**src/rtl/imem_host_loader.sv**
```systemverilog
`timescale 1ns/1ps
`default_nettype none
// ============================================================================
// Module   : imem_host_loader
// Purpose  : Host-side writer for the CPU's external instruction-memory port.
//            Takes a valid/ready stream of 32-bit instruction words, writes
//            them to consecutive word addresses starting at BASE_ADDR, then
//            raises cpu_enable. With IMEM_HOST_LOADER_VERIFY_EN defined, the
//            loaded image is read back and checksummed before the CPU runs.
// Revision : 1.0 - initial release
// ----------------------------------------------------------------------------
// Ports
//   clk, arst_n        clock, asynchronous active-low reset
//   start, word_count  begin a load of word_count words (sampled in IDLE)
//   halt               level; drop cpu_enable and return to IDLE
//   s_valid/s_data/s_ready   instruction word stream
//   addr_ext/wen_ext/ren_ext/wdata_ext/rdata_ext   memory external port
//   cpu_enable, busy, done, error   status
// Build option
//   IMEM_HOST_LOADER_VERIFY_EN : enables readback verify (VERIFY/VWAIT)
// ============================================================================
module imem_host_loader #(
  parameter int          ADDR_W    = 9,
  parameter logic [63:0] BASE_ADDR = 64'h0
) (
  input  logic              clk,
  input  logic              arst_n,
  input  logic              start,
  input  logic [ADDR_W:0]   word_count,
  input  logic              halt,
  input  logic              s_valid,
  input  logic [31:0]       s_data,
  output logic              s_ready,
  output logic [63:0]       addr_ext,
  output logic              wen_ext,
  output logic              ren_ext,
  output logic [31:0]       wdata_ext,
  input  logic [31:0]       rdata_ext,
  output logic              cpu_enable,
  output logic              busy,
  output logic              done,
  output logic              error
);

  localparam logic [ADDR_W:0] ONE_WORD = {{ADDR_W{1'b0}}, 1'b1};
  localparam logic [63:0]     WORD_BYTES = 64'd4;

  typedef enum logic [2:0] {
    S_IDLE   = 3'd0,
    S_LOAD   = 3'd1,
    S_VERIFY = 3'd2,
    S_VWAIT  = 3'd3,
    S_RUN    = 3'd4
  } state_t;

  state_t          state, state_nxt;
  logic [63:0]     addr;
  logic [ADDR_W:0] remaining;
  logic [31:0]     checksum;
  logic [63:0]     addr_hold;
  logic [31:0]     wdata_hold;
  logic            done_q;

  logic start_ok;
  logic xfer;
  logic last_xfer;
  logic wen;

`ifdef IMEM_HOST_LOADER_VERIFY_EN
  logic [ADDR_W:0] count_q;
  logic [ADDR_W:0] rd_left;
  logic [31:0]     rb_checksum;
  logic [31:0]     rb_final;
  logic            rd_pending;
  logic            error_q;
  logic            ren;
  logic            verify_fail;

  // The last read's data arrives during VWAIT, so fold it in combinationally.
  assign rb_final = rb_checksum + rdata_ext;
`endif

  // --------------------------------------------------------------------------
  // State register
  // --------------------------------------------------------------------------
  always_ff @(posedge clk or negedge arst_n) begin
    if (!arst_n) state <= S_IDLE;
    else         state <= state_nxt;
  end

  // --------------------------------------------------------------------------
  // Next-state and strobes
  // --------------------------------------------------------------------------
  always_comb begin
    state_nxt = state;
    s_ready   = 1'b0;
    wen       = 1'b0;
    start_ok  = 1'b0;
    xfer      = 1'b0;
    last_xfer = 1'b0;
`ifdef IMEM_HOST_LOADER_VERIFY_EN
    ren         = 1'b0;
    verify_fail = 1'b0;
`endif
    case (state)
      S_IDLE: begin
        if (start && !halt) begin
          start_ok  = 1'b1;
          state_nxt = (word_count == '0) ? S_RUN : S_LOAD;
        end
      end
      S_LOAD: begin
        // halt wins over a simultaneous transfer: no write is issued.
        if (halt) begin
          state_nxt = S_IDLE;
        end else begin
          s_ready = 1'b1;
          if (s_valid) begin
            xfer = 1'b1;
            wen  = 1'b1;
            if (remaining == ONE_WORD) begin
              last_xfer = 1'b1;
`ifdef IMEM_HOST_LOADER_VERIFY_EN
              state_nxt = S_VERIFY;
`else
              state_nxt = S_RUN;
`endif
            end
          end
        end
      end
      S_VERIFY: begin
`ifdef IMEM_HOST_LOADER_VERIFY_EN
        if (halt) begin
          state_nxt = S_IDLE;
        end else begin
          ren = 1'b1;
          if (rd_left == ONE_WORD) state_nxt = S_VWAIT;
        end
`else
        state_nxt = S_IDLE;
`endif
      end
      S_VWAIT: begin
`ifdef IMEM_HOST_LOADER_VERIFY_EN
        if (halt) begin
          state_nxt = S_IDLE;
        end else if (rb_final == checksum) begin
          state_nxt = S_RUN;
        end else begin
          verify_fail = 1'b1;
          state_nxt   = S_IDLE;
        end
`else
        state_nxt = S_IDLE;
`endif
      end
      S_RUN: begin
        if (halt) state_nxt = S_IDLE;
      end
      default: state_nxt = S_IDLE;
    endcase
  end

  // --------------------------------------------------------------------------
  // Datapath: address, counters, checksums, held port values
  // --------------------------------------------------------------------------
  always_ff @(posedge clk or negedge arst_n) begin
    if (!arst_n) begin
      addr       <= 64'h0;
      remaining  <= '0;
      checksum   <= 32'h0;
      addr_hold  <= 64'h0;
      wdata_hold <= 32'h0;
      done_q     <= 1'b0;
`ifdef IMEM_HOST_LOADER_VERIFY_EN
      count_q     <= '0;
      rd_left     <= '0;
      rb_checksum <= 32'h0;
      rd_pending  <= 1'b0;
      error_q     <= 1'b0;
`endif
    end else begin
      if (start_ok) begin
        remaining <= word_count;
        addr      <= BASE_ADDR;
        checksum  <= 32'h0;
      end else if (xfer) begin
        addr      <= addr + WORD_BYTES;
        remaining <= remaining - ONE_WORD;
        checksum  <= checksum + s_data;
      end

      // Port address/data keep the last driven value while enables are low.
      if (wen) begin
        addr_hold  <= addr;
        wdata_hold <= s_data;
      end

      done_q <= (state_nxt == S_RUN) && (state != S_RUN);

`ifdef IMEM_HOST_LOADER_VERIFY_EN
      if (start_ok) begin
        count_q <= word_count;
        error_q <= 1'b0;
      end
      // Rewind for readback; overrides the post-write address increment.
      if (last_xfer) begin
        addr        <= BASE_ADDR;
        rd_left     <= count_q;
        rb_checksum <= 32'h0;
      end
      if (ren) begin
        addr      <= addr + WORD_BYTES;
        rd_left   <= rd_left - ONE_WORD;
        addr_hold <= addr;
      end
      rd_pending <= ren;
      if (rd_pending) rb_checksum <= rb_final;
      if (verify_fail) error_q <= 1'b1;
`endif
    end
  end

  // --------------------------------------------------------------------------
  // Outputs
  // --------------------------------------------------------------------------
  assign wen_ext    = wen;
  assign wdata_ext  = wen ? s_data : wdata_hold;
  assign cpu_enable = (state == S_RUN) && !halt;
  assign busy       = (state == S_LOAD) || (state == S_VERIFY) || (state == S_VWAIT);
  assign done       = done_q;

`ifdef IMEM_HOST_LOADER_VERIFY_EN
  assign ren_ext  = ren;
  assign error    = error_q;
  assign addr_ext = (wen || ren) ? addr : addr_hold;
`else
  logic unused_sig;
  assign ren_ext    = 1'b0;
  assign error      = 1'b0;
  assign addr_ext   = wen ? addr : addr_hold;
  assign unused_sig = ^{rdata_ext, checksum};
`endif

endmodule
`default_nettype wire
```
**config.mk**
```make
export PLATFORM = sky130hd
export DESIGN_NAME = imem_host_loader
export DESIGN_NICKNAME = d
export VERILOG_FILES = /design/src/rtl/imem_host_loader.sv
export SDC_FILE = /design/constraint.sdc
export NUM_CORES = 1
export LEC_CHECK = 0
export ABC_AREA = 1
export ABC_CLOCK_PERIOD_IN_PS = 4400
export BUFFER_PORTS_ARGS = -buffer_cell sky130_fd_sc_hd__buf_2
export CAP_MARGIN = 20
export CORE_MARGIN = 4
export CORE_UTILIZATION = 54
export CTS_CLUSTER_SIZE = 25
export DETAILED_ROUTE_END_ITERATION = 6
export PLACE_DENSITY = 0.76
export SLEW_MARGIN = 30
export SYNTH_ARGS = -nofsm -noshare
export SYNTH_HDL_FRONTEND = slang
export SYNTH_SLANG_ARGS = --single-unit
```
**constraint.sdc**
```tcl
create_clock -name clk -period 4.4 [get_ports clk]
set_input_delay 0.22 -clock clk [delete_from_list [all_inputs] [get_ports clk]]
set_output_delay 0.22 -clock clk [all_outputs]
set_load 0.03 [all_outputs]
```
==> impl_metrics.tcl, run 1 <==
set metrics [dict create \
    status "completed" \
    yosys.area.top_type "dfrtp_1" \
    timing.max_slew.rel_slack_pct 42.81 \
    htreeDepth 4 \
    syn_inst 1134 \
    synthFlopType "dfrtp_1" \
    fin_crit_ns 2.794 \
    drtAntennaViolNets 0 \
    drive_above_1_share_pct 16.41 \
    drc 0 \
    fp.dieW_microns 133.3 \
    crit_path_end_kind "output port" \
    cts_resized 0 \
    cts.sink_count 172 \
    yosys_warnings 0 \
    dp_hpwl_mm 15.06 \
    rsz0062_at_grt "no" \
    multi_input_area_sq_um 3626 \
    antenna_found_initial 0 \
    period_share_pct 63.49 \
    total_power_mw 3.952 \
    syn_area_sq_um 8482 \
    synth_cell_type_count 36 \
    cpMaxStageDelayCell "nor2_4" \
    setup_viol 0 \
    p_int_mw 2.801 \
    synth_edf_count 0 \
    clkPwrFrac_pct 38.4 \
    gp_congestion 0.9788 \
    port-buffer-count 147 \
    crit_top_cell "nand2_1" \
    slew_violations 0 \
    cp_cell_sequence "inv_1 > nand3_1 > nor2_4 > buf_4 > nand2_1 > nand2_1 > buf_2" \
    path_class "reg -> out" \
    synth-seq-cells 172 \
    crit_arrival_ns 2.57 \
    total_switching_power_mw 1.151 \
    async_flop_share_pct 100.0 \
    tightestPinTransition_ns 0.8558 \
    synth_area_leaders "dfrtp_1 (51%), nand2_1 (18%), nor2_1 (7.8%)" \
    clk_latency_ns 0.44 \
    start_kind "register" \
    cts_buffers 17 \
    grt_start_max_net_pins 92 \
    chipHeight_microns 133.3 \
    cts_tree "yes" \
    required_ns 4.18 \
    power_density_nw_per_um2 389.1 \
    worstPathMaxFanout 29 \
    slowest_delay_ns 0.68 \
    nets 1374 \
    r2r-start "state[2]$_DFF_PN0_" \
    fill_cells 1372 \
    grt_pass1_vias 7456 \
    grt_pass1_wl_mm 35.67 \
    hold_class "in -> reg" \
    comb_power_share_pct 16.7 \
    mostFrequentLayoutCells "nand2_1 (406), nor2_1 (176), dfrtp_1 (172), buf_2 (146), inv_1 (101)" \
    drt_iter0_drc 580 \
    cellLeakagePower_nw 5.122 \
    dr.pass1.iters 5 \
    core_sq_um 15310 \
    yosysSeqAreaShare_pct 50.74 \
    grt_overflow 0 \
    ioPinCount 182 \
    fin_util_pct 66.32 \
    die-area_sq_um 17780 \
    tns_ns 0 \
    path_buf_inv 3 \
    wl_mm 21.39 \
    layout_commonest_cell "nand2_1" \
    via_per_inst 5.123 \
    seq_area_sq_um 4304 \
    peakVddDrop_v 0.0002694 \
    p_sw_share_pct 29.12 \
    min-delay-start "s_data[9]" \
    report.final.hold_viol_count 0 \
    cap_viol_max_count 0 \
    cp_top_family "simple AND/OR/NAND/NOR gates" \
    max_freq_mhz 358.0 \
    syn_to_final_growth_pct 19.75 \
    postSynthAreaPerCell_sq_um 7.480 \
    cts_post_setup_buffers_inserted 0 \
    ctsHoldBuffers 18 \
    startpoint "state[2]$_DFF_PN0_" \
    detail_route.wl_per_cell_microns 14.12 \
    p_seq_share_pct 44.8 \
    vias 7761 \
    clk_pin_slew_worst_paths_ns 0.06 \
    rows 45 \
    yosysTopAreaCellShare_pct 50.74 \
    grt.total_usage_pct 24.64 \
    clock-root-buffer "clkbuf_16" \
    antenna_cells 0 \
    fin_skew_ns 0.01374 \
    cts_buffer_depth 2 \
    initial_core_util_pct 55.38 \
]
## worst min-delay path, cell delays in order
cell     delay, ns
buf_2         0.08
nand2_1       0.04
nand2_1       0.06
## worst paths after layout
path	slack (ns)	endpoint	depth (start not counted)
max reg2reg	1.95	addr[27]$_DFFE_PN0P_	9
max	1.61	addr_ext[46]	7
max in group asynchronous	3.08	addr[58]$_DFFE_PN0P_	3
min in group asynchronous	0.40	addr_hold[26]$_DFF_PN0_	2
min reg2reg	0.47	wdata_hold[8]$_DFF_PN0_	2
min	0.005	wdata_hold[9]$_DFF_PN0_	3
## synth_stat cells, types with 3 or more instances
cell / instances
a21oi_1: 33
and2_1: 3
buf_1: 3
buf_2: 22
clkbuf_1: 5
dfrtp_1: 172
ha_1: 3
inv_1: 101
nand2_1: 406
nand2_2: 3
nand3_1: 45
nand4_1: 25
nor2_1: 176
nor2_2: 12
nor2_4: 7
nor3_1: 21
o211ai_1: 6
o21a_1: 3
o21ai_0: 65
## power groups by stage
stage          Combinational (mW)  Sequential, mW  Clock [mW]
4_1_cts                     0.668            1.77        1.53
6_report                    0.662            1.77        1.52
5_1_grt                     0.727            1.78        1.61
2_1_floorplan               0.447            1.79           0
3_5_place_dp                0.651            1.80           0
3_3_place_gp                0.642            1.79           0
## cells by family (layout without fill, tap and decap cells)
logic type / count (synthesis) / after routing / share of synthesized area (%)
buffers and inverters: 137 / 305 / 6.653
adder cells (fa/ha/maj): 3 / 3 / 0.4426
other: 1 / 3 / 0.04421
AND/OR/NAND/NOR: 705 / 705 / 34.77
AO/OA/AOI/OAI: 116 / 116 / 7.346
flip-flops: 172 / 172 / 50.74
## through the flow
stage / cells / hold slack (ns) / cell area (sq um) / setup slack (ns)
finish: 1515 / 0.005102 / 10160 / 1.606
global route: 1515 / 0.004483 / 10160 / 1.462
CTS: 1515 / 0.0001599 / 10160 / 1.622
detailed placement: 1466 / 0.3150 / 9380 / 1.968
global placement: 1466 / 0.3211 / 9380 / 1.981
floorplan: 1136 / -0.07559 / 8489 / 2.316
## flip-flops by register name (all words and copies together), names as in the netlist
name        count
remaining      10
state           3
addr           62
done            1
addr_hold      64
wdata_hold     32
## routing by layer
layer  global-route usage, %  part of all wire (%)
met5                       0                     0
met4                   7.543                   1.9
met3                   4.758                   5.7
met2                   40.07                    47
met1                   33.78                    45
## area by class of cell
type                       instances  area share, %
timing repair buffer             171          9.645
sequential                       172          42.38
multi-input combinational        827          35.70
inverter                         103          3.806
clock inverter                     9          1.109
clock buffer                      22          4.767
tap                              211          2.599
Note: power is estimated with default switching activity, not from simulation.
==> inputs of run 2 (changes only) <==
--- a/config.mk
+++ b/config.mk
@@ -6,14 +6,14 @@
 export NUM_CORES = 1
 export LEC_CHECK = 0
 export ABC_AREA = 1
-export ABC_CLOCK_PERIOD_IN_PS = 4400
+export ABC_CLOCK_PERIOD_IN_PS = 2300
 export BUFFER_PORTS_ARGS = -buffer_cell sky130_fd_sc_hd__buf_2
 export CAP_MARGIN = 20
 export CORE_MARGIN = 4
-export CORE_UTILIZATION = 54
+export CORE_UTILIZATION = 50
 export CTS_CLUSTER_SIZE = 25
 export DETAILED_ROUTE_END_ITERATION = 6
-export PLACE_DENSITY = 0.76
+export PLACE_DENSITY = 0.74
 export SLEW_MARGIN = 30
 export SYNTH_ARGS = -nofsm -noshare
 export SYNTH_HDL_FRONTEND = slang
==> constraint.sdc (replaced) <==
create_clock -name clk -period 2.3 [get_ports clk]
set_input_delay 0.115 -clock clk [delete_from_list [all_inputs] [get_ports clk]]
set_output_delay 0.115 -clock clk [all_outputs]
set_load 0.03 [all_outputs]
==> run 2 against run 1 <==
Via count up 1.4%. Register-to-register slack worse by 1.6 ns. Final cell count up 3.0%. Sequential cell count unchanged. Routed wire length up 5.1%. Largest power group unchanged. First-iteration DRC count up 11%. Core utilization down 2.6 points. Setup slack worse by 1.4 ns. Total power up 95%. Critical endpoint is now wdata_ext[23]. Hold slack better by 0.057 ns.
==> impl_metrics.tcl, run 2 (synthesis results as in run 1) <==
set metrics [dict create \
    cts_tree "yes" \
    dr.pass1.iters 5 \
    top_regs "addr_hold (64), addr (62), wdata_hold (32)" \
    fin_hold_ws_ns 0.06223 \
    clock-root-buffer "clkbuf_16" \
    clk_latency_ns 0.44 \
    grt_overflow 0 \
    fin_util_pct 63.70 \
    required_ns 2.18 \
    drc 0 \
    mostFrequentLayoutCells "nand2_1 (406), nor2_1 (176), dfrtp_1 (172), buf_2 (146), inv_1 (101)" \
    p_sw_share_pct 29.74 \
    fin_crit_ns 2.118 \
    largest_reg_flops 64 \
    r2r_cells 9 \
    total_power_mw 7.703 \
    crit_arrival_ns 2.00 \
    p_seq_share_pct 44.0 \
    hold_class "in -> reg" \
    path_class "reg -> out" \
    layout_commonest_cell "nand2_1" \
    fp.dieW_microns 138.2 \
    grt_start_max_net_pins 67 \
    total_switching_power_mw 2.290 \
    die-area_sq_um 19110 \
    core_sq_um 16580 \
    power_density_nw_per_um2 729.1 \
    rsz0062_at_grt "yes" \
    initial_core_util_pct 51.15 \
    crit_path_end_kind "output port" \
    report.final.hold_viol_count 0 \
    grt_pass1_vias 7354 \
    drtAntennaViolNets 0 \
    peakVddDrop_v 0.0006130 \
    dp_hpwl_mm 16.16 \
    top_register "addr_hold" \
    slew_violations 0 \
    chipHeight_microns 138.2 \
    grt.total_usage_pct 23.58 \
    cts_buffer_depth 2 \
    detail_route.wl_per_cell_microns 14.40 \
    via_per_inst 5.040 \
    r2r_slack_ns 0.33 \
    antenna_cells 0 \
    min_path_cells 4 \
    period_share_pct 92.09 \
    max_freq_mhz 472.1 \
    fin_skew_ns 0.008028 \
    setup_viol 0 \
    grt_pass1_wl_mm 37.05 \
    vias 7867 \
    clkPwrFrac_pct 38.9 \
    start_kind "register" \
    r2r_end "addr[40]$_DFFE_PN0P_" \
    p_int_mw 5.412 \
    comb_power_share_pct 17.1 \
    cellLeakagePower_nw 5.312 \
    nets 1410 \
    cts.sink_count 172 \
    status "completed" \
    clk_pin_slew_worst_paths_ns 0.07 \
    syn_to_final_growth_pct 24.55 \
    cap_viol_max_count 0 \
    wl_mm 22.48 \
    antenna_found_initial 0 \
    gp_congestion 0.9559 \
    htreeDepth 4 \
    rows 47 \
    drt_iter0_drc 644 \
    cts_buffers 17 \
    port-buffer-count 147 \
    min_to "state[0]$_DFF_PN0_" \
    worstPathMaxFanout 28 \
    startpoint "state[2]$_DFF_PN0_" \
    min-delay-start "halt" \
    tns_ns 0 \
    ioPinCount 182 \
    drive_above_1_share_pct 16.93 \
    r2r-start "addr[20]$_DFFE_PN0P_" \
]
==> run 2: cell count changes in the layout (fill, tap and decap cells not counted), moves of 2 or more <==
cell           before  now
dlygate4sd3_1      18   43
buf_4               5   11
buf_12              1    4
buf_8               0    2
clkbuf_8            4    0
o21ai_0            65   59
o21ai_1             1    7
clkinv_2            1    3
inv_6               0    6
clkinvlp_4          4    2
==> run 2: worst max-delay path by stage <==
stage	endpoint	slack (ns)
floorplan	addr_hold[63]$_DFF_PN0_	0.23
global placement	addr[59]$_DFFE_PN0P_	0.39
detailed placement	addr[59]$_DFFE_PN0P_	0.36
CTS	addr_ext[48]	0.02
global route	wdata_ext[25]	-0.001
finish	wdata_ext[23]	0.18
==> run 2: area by class of cell <==
class / count / area [sq um]
Fill cell: 1483 / 6020
Timing Repair Buffer: 207 / 1365
Clock inverter: 15 / 181.4
Tap cell: 220 / 275.3
Multi-Input combinational cell: 827 / 3626
Clock buffer: 17 / 425.4
Sequential cell: 172 / 4304
Inverter: 103 / 386.6
==> run 2: routing by layer <==
layer / share of wire [%] / up-vias / GRT usage, %
met4: 1.9 / 0 / 7.176
met2: 47 / 196 / 37.38
met5: 0 / - / 0
li1: - / 3971 / -
met1: 46 / 3672 / 33.37
met3: 4.8 / 28 / 4.247
==> run 2: worst max-delay path, cell delays in order (launching register included) <==
cell and delay [ns]:
dfrtp_1 0.41, inv_1 0.09, nand3_1 0.15, nor2_4 0.19
buf_4 0.32, nand2_1 0.10, nand2_1 0.10, buf_2 0.20
==> run 2: power groups by stage <==
stage	sequential (mW)	clock (mW)	combinational [mW]
after floorplan	3.42	0	0.855
after global placement	3.43	0	1.25
after detailed placement	3.44	0	1.26
after CTS	3.39	3.03	1.32
after global routing	3.42	3.16	1.44
final	3.39	2.99	1.32
==> run 2: timing repair <==
| item | 4_1_cts | 5_1_grt |
|---|---|---|
| resized for setup | 2 | 10 |
| pin swaps | 0 | 1 |
| setup endpoints to repair | 29 | 90 |
| endpoints found under the hold margin | 88 | 0 |
| hold buffers | 43 | 0 |
| setup buffers | 0 | 1 |
==> run 2: stage by stage <==
stage          std cells  setup WS (ns)  instance area (sq um)
6_report            1561         0.1819                  10560
5_1_grt             1561     -0.0009903                  10560
2_1_floorplan       1136         0.2298                   8489
3_3_place_gp        1486         0.3904                   9512
4_1_cts             1561        0.02080                  10550
3_5_place_dp        1486         0.3599                   9512
==> inputs of run 3 (changes only) <==
--- a/config.mk
+++ b/config.mk
@@ -10,10 +10,11 @@
 export BUFFER_PORTS_ARGS = -buffer_cell sky130_fd_sc_hd__buf_2
 export CAP_MARGIN = 20
 export CORE_MARGIN = 4
-export CORE_UTILIZATION = 50
+export CORE_UTILIZATION = 51
+export CTS_BUF_LIST = sky130_fd_sc_hd__clkbuf_2 sky130_fd_sc_hd__clkbuf_4 sky130_fd_sc_hd__clkbuf_8
 export CTS_CLUSTER_SIZE = 25
 export DETAILED_ROUTE_END_ITERATION = 6
-export PLACE_DENSITY = 0.74
+export PLACE_DENSITY = 0.75
 export SLEW_MARGIN = 30
 export SYNTH_ARGS = -nofsm -noshare
 export SYNTH_HDL_FRONTEND = slang
==> run 3 against run 2 <==
Non-clock buffer count is 2 higher. Sequential power about the same. Sequential cell count unchanged. Global-route usage increased by 0.48 points. Design area is 2.0% lower. Register-to-register slack better by 0.11 ns. Combinational power about the same. Via count up 1.0%. Maximum frequency decreased by 1.0%. First-iteration DRC count shrank 21%. Largest cell class unchanged.
==> impl_metrics.tcl, run 3 (synthesis results as in run 1) <==
set metrics [dict create \
    period_share_pct 93.06 \
    grt.total_usage_pct 24.06 \
    drt_iter0_drc 508 \
    dr_wl_met3_mm 1.283 \
    drive_above_1_share_pct 17.05 \
    grt_start_max_net_pins 68 \
    cts_tree "yes" \
    syn_to_final_growth_pct 22.04 \
    fp.dieW_microns 137.0 \
    top_regs "addr_hold (64), addr (62), wdata_hold (32)" \
    r2r_slack_ns 0.44 \
    rows 46 \
    path_buf_inv 4 \
    antenna_found_initial 0 \
    die-area_sq_um 18760 \
    rsz0062_at_grt "no" \
    cts_buffer_depth 2 \
    cp_top_family "buffers and inverters" \
    required_ns 2.18 \
    cp.depth 8 \
    ioPinCount 182 \
    path_class "reg -> out" \
    start_kind "register" \
    detail_route.wl_per_cell_microns 13.86 \
    initial_core_util_pct 52.63 \
    crit_end "addr_ext[37]" \
    mostFrequentLayoutCells "nand2_1 (406), nor2_1 (176), dfrtp_1 (172), buf_2 (145), inv_1 (101)" \
    nets 1412 \
    layout_setup_ws_ns 0.1596 \
    top_register "addr_hold" \
    dr.pass1.iters 5 \
    cellLeakagePower_nw 5.204 \
    wl_met1_mm 9.537 \
    clk_pin_slew_worst_paths_ns 0.09 \
    dp_hpwl_mm 15.79 \
    dp_slack_ns 0.4432 \
    r2r_cells 10 \
    fin_skew_ns 0.01799 \
    highest_layer "met4" \
    crit_top_cell "nand2_1" \
    peakVddDrop_v 0.0005199 \
    cts_buffers 17 \
    fin_crit_ns 2.140 \
    largest_reg_flops 64 \
    cts.sink_count 172 \
    startpoint "state[2]$_DFF_PN0_" \
    grt_overflow 0 \
    drtAntennaViolNets 0 \
    slowest_delay_ns 0.42 \
    antenna_cells 0 \
    timing.max_slew.rel_slack_pct 56.06 \
    cpMaxStageDelayCell "dfrtp_1" \
    slew_violations 0 \
    report.final.hold_viol_count 0 \
    port-buffer-count 147 \
    grt_pass1_wl_mm 36.03 \
    wl_mm 21.61 \
    max_freq_mhz 467.2 \
    drc 0 \
    htreeDepth 4 \
    worstPathMaxFanout 27 \
    cp_cell_sequence "inv_1 > nand3_1 > nor2_4 > buf_12 > buf_6 > nand2_1 > nand2_1 > buf_2" \
    vias 7947 \
    setup_viol 0 \
    power_density_nw_per_um2 646.6 \
    layout_commonest_cell "nand2_1" \
    crit_path_end_kind "output port" \
    status "completed" \
    r2r-start "addr[3]$_DFFE_PN0P_" \
    crit_arrival_ns 2.03 \
    gp_congestion 0.9915 \
    grt_pass1_vias 7523 \
    tightestPinTransition_ns 0.6591 \
    hold_class "in -> reg" \
    via_per_inst 5.097 \
    clk_latency_ns 0.46 \
    chipHeight_microns 137.0 \
    dr_wl_met2_mm 10.41 \
    tns_ns 0 \
    r2r_end "addr[58]$_DFFE_PN0P_" \
    cap_viol_max_count 0 \
    core_sq_um 16120 \
    clock-root-buffer "clkbuf_8" \
]
run 3: cell types whose count changed in the layout (fill, tap and decap cells not counted), moves of 2 or more:
cell / delta
bufinv_16: -3
o21ai_1: +3
clkbuf_4: +2
buf_6: +2
inv_6: -4
clkinv_2: -2
clkinv_4: +2
clkinvlp_4: +3
clkbuf_8: +20
o21ai_0: -3
clkbuf_16: -17
run 3: area by class of cell:
type | count | area [sq um]
fill | 1425 | 5764
clock buffer | 21 | 282.8
sequential | 172 | 4304
timing repair buffer | 209 | 1395
inverter | 103 | 386.6
clock inverter | 11 | 86.33
tap | 216 | 270.3
multi-input combinational | 827 | 3626
run 3: stage by stage:
step | power [mW] | hold WS [ns] | std cells | utilization (%) | area, sq um
3_3_place_gp | 4.677 | 0.1729 | 1481 | 58.94 | 9499
6_report | 6.693 | 0.03325 | 1559 | 64.23 | 10350
3_5_place_dp | 4.712 | 0.1681 | 1481 | 58.94 | 9499
4_1_cts | 6.752 | 0.006264 | 1556 | 63.98 | 10310
5_1_grt | 7.022 | 0.04487 | 1559 | 64.23 | 10350
2_1_floorplan | 4.274 | -0.1806 | 1136 | - | 8489
run 3: how the worst min path moves through the flow:
stage                start                       to  slack, ns  cells after the start
floorplan           arst_n     addr[10]$_DFFE_PN0P_      -0.18                      0
global placement    arst_n  addr_hold[20]$_DFF_PN0_       0.17                      1
detailed placement  arst_n  addr_hold[20]$_DFF_PN0_       0.17                      1
CTS                   halt       state[0]$_DFF_PN0_      0.006                      4
global route          halt       state[0]$_DFF_PN0_       0.04                      4
finish                halt       state[0]$_DFF_PN0_       0.03                      4
run 3: timing repair:
action	CTS	global route
endpoints found under the setup margin	29	64
buffers inserted	0	3
pin swaps	0	2
gates resized for setup	3	11
gates cloned	0	0
hold buffers	43	0
endpoints found under the hold margin	106	0
run 3: layer usage:
layer | vias up | track usage, %
met5 | - | 0
met4 | 0 | 6.652
met3 | 35 | 4.816
met2 | 221 | 39.29
met1 | 3718 | 32.85
li1 | 3973 | -
run 3: worst reg2reg max path, stage by stage (launching register included):
cell and delay (ns):
dfrtp_1 0.42, ha_1 0.20, inv_1 0.08, nor2_2 0.21, nand2_4 0.14, nor2_4 0.16, nand2_1 0.10, nor2_1 0.23
nand4_1 0.11, nand2_1 0.07, nor2_1 0.04
run 3: power by group:
| group | switching (mW) | internal, mW | total [mW] | leakage [nW] |
|---|---|---|---|---|
| clock | 1.13 | 0.854 | 1.99 | 0.174 |
| sequential | 0.102 | 3.29 | 3.39 | 2.33 |
| combinational | 0.920 | 0.400 | 1.32 | 2.70 |
| total | 2.15 | 4.54 | 6.69 | 5.20 |
